===== config.mk =====
export PLATFORM = sky130hd
export DESIGN_NAME = decode_issue_ctrl
export DESIGN_NICKNAME = d
export VERILOG_FILES = /design/src/rtl/decode_issue_ctrl.sv
export SDC_FILE = /design/constraint.sdc
export NUM_CORES = 1
export LEC_CHECK = 0
export BUFFER_PORTS_ARGS = -buffer_cell sky130_fd_sc_hd__buf_2
export CELL_PAD_IN_SITES_DETAIL_PLACEMENT = 1
export CELL_PAD_IN_SITES_GLOBAL_PLACEMENT = 2
export CORE_UTILIZATION = 39
export CTS_BUF_LIST = sky130_fd_sc_hd__clkbuf_16
export DETAILED_ROUTE_END_ITERATION = 8
export MAX_ROUTING_LAYER = met4
export PLACE_DENSITY = 0.93
export SYNTH_ARGS = -nofsm -noshare
export SYNTH_HDL_FRONTEND = slang
export SYNTH_SLANG_ARGS = --single-unit

===== constraint.sdc =====
create_clock -name clk -period 11.2 [get_ports clk]
set_input_delay 2.24 -clock clk [delete_from_list [all_inputs] [get_ports clk]]
set_output_delay 2.24 -clock clk [all_outputs]
set_load 0.005 [all_outputs]

===== src/rtl/decode_issue_ctrl.sv =====
// Decode-stage issue controller: 2-entry fetch queue, immediate-format
// classification, load-use bubble insertion and flush handling.
module decode_issue_ctrl #(
    parameter int LOAD_LAT = 1,
    parameter int CNT_W    = 16
) (
    input  logic             clk,
    input  logic             rst,
    input  logic             if_valid,
    input  logic [31:0]      if_inst,
    input  logic [31:0]      if_pc,
    output logic             if_ready,
    input  logic             flush,
    output logic             id_valid,
    output logic [31:0]      id_inst,
    output logic [31:0]      id_pc,
    output logic [2:0]       id_fmt,
    input  logic             ex_ready,
    output logic [CNT_W-1:0] bubble_cnt
);

    logic [31:0] q_inst [2];
    logic [31:0] q_pc   [2];
    logic        rd_ptr;
    logic        wr_ptr;
    logic [1:0]  count;
    logic [1:0]  hz_cnt;
    logic [4:0]  hz_rd;

    logic        empty;
    logic [6:0]  opcode;
    logic [4:0]  rd;
    logic [4:0]  rs1;
    logic [4:0]  rs2;
    logic [2:0]  fmt;
    logic        uses_rs1;
    logic        uses_rs2;
    logic        stall;
    logic        push;
    logic        pop;
    logic        bump;

    assign empty    = (count == 2'd0);
    assign if_ready = (count != 2'd2) & ~rst;
    assign id_inst  = (empty | rst) ? 32'd0 : q_inst[rd_ptr];
    assign id_pc    = (empty | rst) ? 32'd0 : q_pc[rd_ptr];

    assign opcode = id_inst[6:0];
    assign rd     = id_inst[11:7];
    assign rs1    = id_inst[19:15];
    assign rs2    = id_inst[24:20];

    always_comb begin
        fmt = 3'd0;
        unique case (1'b1)
            (opcode == 7'h03) || (opcode == 7'h13) ||
            (opcode == 7'h67) || (opcode == 7'h73): fmt = 3'd1;
            (opcode == 7'h23):                      fmt = 3'd2;
            (opcode == 7'h63):                      fmt = 3'd3;
            (opcode == 7'h17) || (opcode == 7'h37): fmt = 3'd4;
            (opcode == 7'h6F):                      fmt = 3'd5;
            default:                                fmt = 3'd0;
        endcase
    end

    assign id_fmt   = fmt;
    assign uses_rs1 = (fmt != 3'd4) && (fmt != 3'd5);
    assign uses_rs2 = (fmt == 3'd0) || (fmt == 3'd2) || (fmt == 3'd3);

    assign stall = (hz_cnt != 2'd0) &
                   ((uses_rs1 & (rs1 == hz_rd)) | (uses_rs2 & (rs2 == hz_rd)));

    assign id_valid = ~empty & ~stall & ~flush & ~rst;
    assign push     = if_valid & if_ready & ~flush;
    assign pop      = id_valid & ex_ready;
    assign bump     = ~empty & stall & ex_ready & ~flush;

    // Payload storage needs no reset; count gates visibility.
    always_ff @(posedge clk) begin
        if (push) begin
            q_inst[wr_ptr] <= if_inst;
            q_pc[wr_ptr]   <= if_pc;
        end
    end

    always_ff @(posedge clk) begin
        if (rst) begin
            count      <= 2'd0;
            rd_ptr     <= 1'b0;
            wr_ptr     <= 1'b0;
            hz_cnt     <= 2'd0;
            hz_rd      <= 5'd0;
            bubble_cnt <= '0;
        end else if (flush) begin
            count  <= 2'd0;
            rd_ptr <= 1'b0;
            wr_ptr <= 1'b0;
            hz_cnt <= 2'd0;
        end else begin
            if (push) wr_ptr <= ~wr_ptr;
            if (pop)  rd_ptr <= ~rd_ptr;
            if (push && !pop)      count <= count + 2'd1;
            else if (pop && !push) count <= count - 2'd1;

            if (pop && (opcode == 7'h03) && (rd != 5'd0)) begin
                hz_cnt <= 2'(LOAD_LAT);
                hz_rd  <= rd;
            end else if ((hz_cnt != 2'd0) && ex_ready) begin
                hz_cnt <= hz_cnt - 2'd1;
            end

            if (bump && (bubble_cnt != '1))
                bubble_cnt <= bubble_cnt + CNT_W'(1);
        end
    end

endmodule


==> flow_metrics.tcl <==
set metrics [dict create \
    grt_pass1_wl_um 24300 \
    fin_nets 706 \
    vias 4331 \
    root_buffer "clkbuf_16" \
    crit_buf_inv 4 \
    slew_headroom 0.333 \
    core_area_um2 16600 \
    hold_buffers 0 \
    critPathTopFamily "buffers and inverters" \
    crit_fanout 67 \
    die_h_um 132 \
    drv_slew 0 \
    critPathLaunchType "input port" \
    skew_ns 0.00914 \
    syn_nets 551 \
    synth_top_area_cell "edfxtp_1" \
    drc 0 \
    critPathRequiredTime_ns 8.96 \
    finalWorstSetupSlack_ns 3.67 \
    netlist_area_um2 6630 \
    ys_seq_area_frac 0.664 \
    start_util 0.400 \
    synthTopCellsByCount "edfxtp_1 (128), nor2_1 (84), mux2i_1 (65), dfxtp_1 (28), nor2b_1 (19)" \
    grt_pass1_vias 4702 \
    synth_seq_cells 156 \
    synth_area_leaders "edfxtp_1 (58%), mux2i_1 (9.8%), dfxtp_1 (8.4%)" \
    cts_tree "done" \
    antenna_found_initial 0 \
    clockBufferDepth 2 \
    setup_tns_ns 0 \
    die_w_um 132 \
    setup_viol 0 \
    avgSynthCellArea_um2 13.8 \
    cts_max_level 4 \
    rsz0062_at_grt "no" \
    dp_hpwl_um 10800 \
    wl_um 15800 \
    vdd_drop_max_mv 0.107 \
    final.fill_count 1757 \
    dr.pass1.iters 4 \
    tightest_slew_ns 1.00 \
    grt_max_degree 68 \
    clock_latency_ns 0.42 \
    yosysWarnings 0 \
    io_pins 154 \
    synth_cells 479 \
    power_density_nw_per_um2 152 \
    leakagePower_nw 3.03 \
    hold_viol_final 0 \
    hold_path.class "flip-flop to flip-flop" \
    fmax_ghz 0.133 \
    min_period_ns 7.53 \
    arrival_ns 5.29 \
    dp_cells 835 \
    cpMaxStageDelayCell "buf_4" \
    fin_crit_sh 0.672 \
    path_class "input port to output port" \
    place_ws_ns 3.68 \
    status "finished clean" \
    synth-main-ff-cell "edfxtp_1" \
    area.growth.synth_to_final_pct 23.3 \
    drive_above_1_share 0.326 \
    gp_congestion 0.828 \
    row_count 47 \
    stdcell_count 867 \
    maxCapViolations 0 \
    clkTransAtPathRegs_ns 0.06 \
    die-area_um2 17500 \
    wl_per_cell_um 18.2 \
    cts.sinks 156 \
    postRouteAntennaNets 0 \
    io_buffers 153 \
    cts_setup_buffers 0 \
    path_cells "buf_2 > buf_4 > o21bai_4 > buf_4 > nor2_1 > xnor2_1 > o211ai_1 > o31a_1 > or2_1 > nor3b_1 > buf_2" \
    async_reset_ff_frac 0 \
    grt_usage 0.188 \
    synth_top_area_share 0.579 \
    cts_buffers 17 \
    drtIter0Drc 191 \
    routed_via_density 5.00 \
    cts_resized 0 \
    grt_overflow 0 \
    crit_path_end_kind "output port" \
    antenna_cells 0 \
    critPathMaxStageDelay_ns 0.62 \
    yosysMostFrequentCell "edfxtp_1" \
    synth_edf_count 128 \
    ys_types 53 \
]
==> layout make-up <==
cell class                 count  area (µm²)  share of cell area
sequential                   156        4410               0.539
multi-input combinational    293        2090               0.255
timing repair buffer         159         811              0.0991
clock buffer                  17         425              0.0520
tap                          220         275              0.0336
clock inverter                15         149              0.0182
inverter                       7        26.3             0.00321
==> layer usage <==
metal / share of wire / track usage
met1: 0.40 / 0.197
met2: 0.52 / 0.335
met3: 0.060 / 0.0529
met4: 0.021 / 0.0728
met5: 0 / -
==> power by group <==
part	total (W)	switching [W]	leakage (nW)	internal, W
clock network	0.000556	0.000228	0.277	0.000328
registers	0.000640	0.00000312	1.39	0.000636
logic	0.0000484	0.0000284	1.37	0.0000200
==> worst reg2reg max path: cells and delay by family, from the launching register on <==
family	cells	cell delay (ns)
AOI/OAI and AO/OA	2	0.42
xor gates and xnor gates	2	0.31
adders and majority gates	1	0.25
buffers and inverters	1	0.81
DFF	1	0.47
muxes	1	0.30
and+or+nand+nor	6	1.80
==> sequential cells by signal, indices dropped and copies added, names as in the netlist, named ones only <==
name        count
bubble_cnt     16
count           2
hz_cnt          2
hz_rd           5
q_inst         64
q_pc           64
rd_ptr          1
wr_ptr          1
==> stage by stage <==
step                      cell area (µm²)  total power [W]  hold WS [ns]  utilization
after CTS                            8180          0.00126         0.463        0.493
final                                8180          0.00124         0.458        0.493
after detailed placement             7610         0.000700         0.452        0.459
after floorplan                      6630         0.000674         0.433            -
after global placement               7610         0.000696         0.436        0.459
after global routing                 8180          0.00128         0.492        0.493
==> path summary, 6_finish.rpt <==
path         startpoint         to  slack (ns)  cells after the start
min reg2reg      rd_ptr  flip-flop        0.46                      1
min              rd_ptr  flip-flop        0.46                      1
max reg2reg   flip-flop   count[1]        6.75                     13
max                 rst   id_valid        3.67                     11
==> cell families after synthesis <==
group | Yosys count | share of synthesized area
simple gates | 170 | 0.130
flops | 156 | 0.664
mux | 83 | 0.134
buf+inv | 30 | 0.0247
compound gates | 22 | 0.0226
xor+xnor | 15 | 0.0198
fa+ha+maj | 3 | 0.00566
==> cells in the final DEF, fill, tap and decap left out, types with 8 or more instances in the layout <==
cell type  count
dfxtp_1       27
xnor2_1       12
inv_1          8
nor3_1        11
mux2i_1       65
nor2b_1       19
nor2_1        82
nand3_1        9
edfxtp_1     128
clkbuf_16     17
buf_2        153
Power figures use the tool's default switching activity.
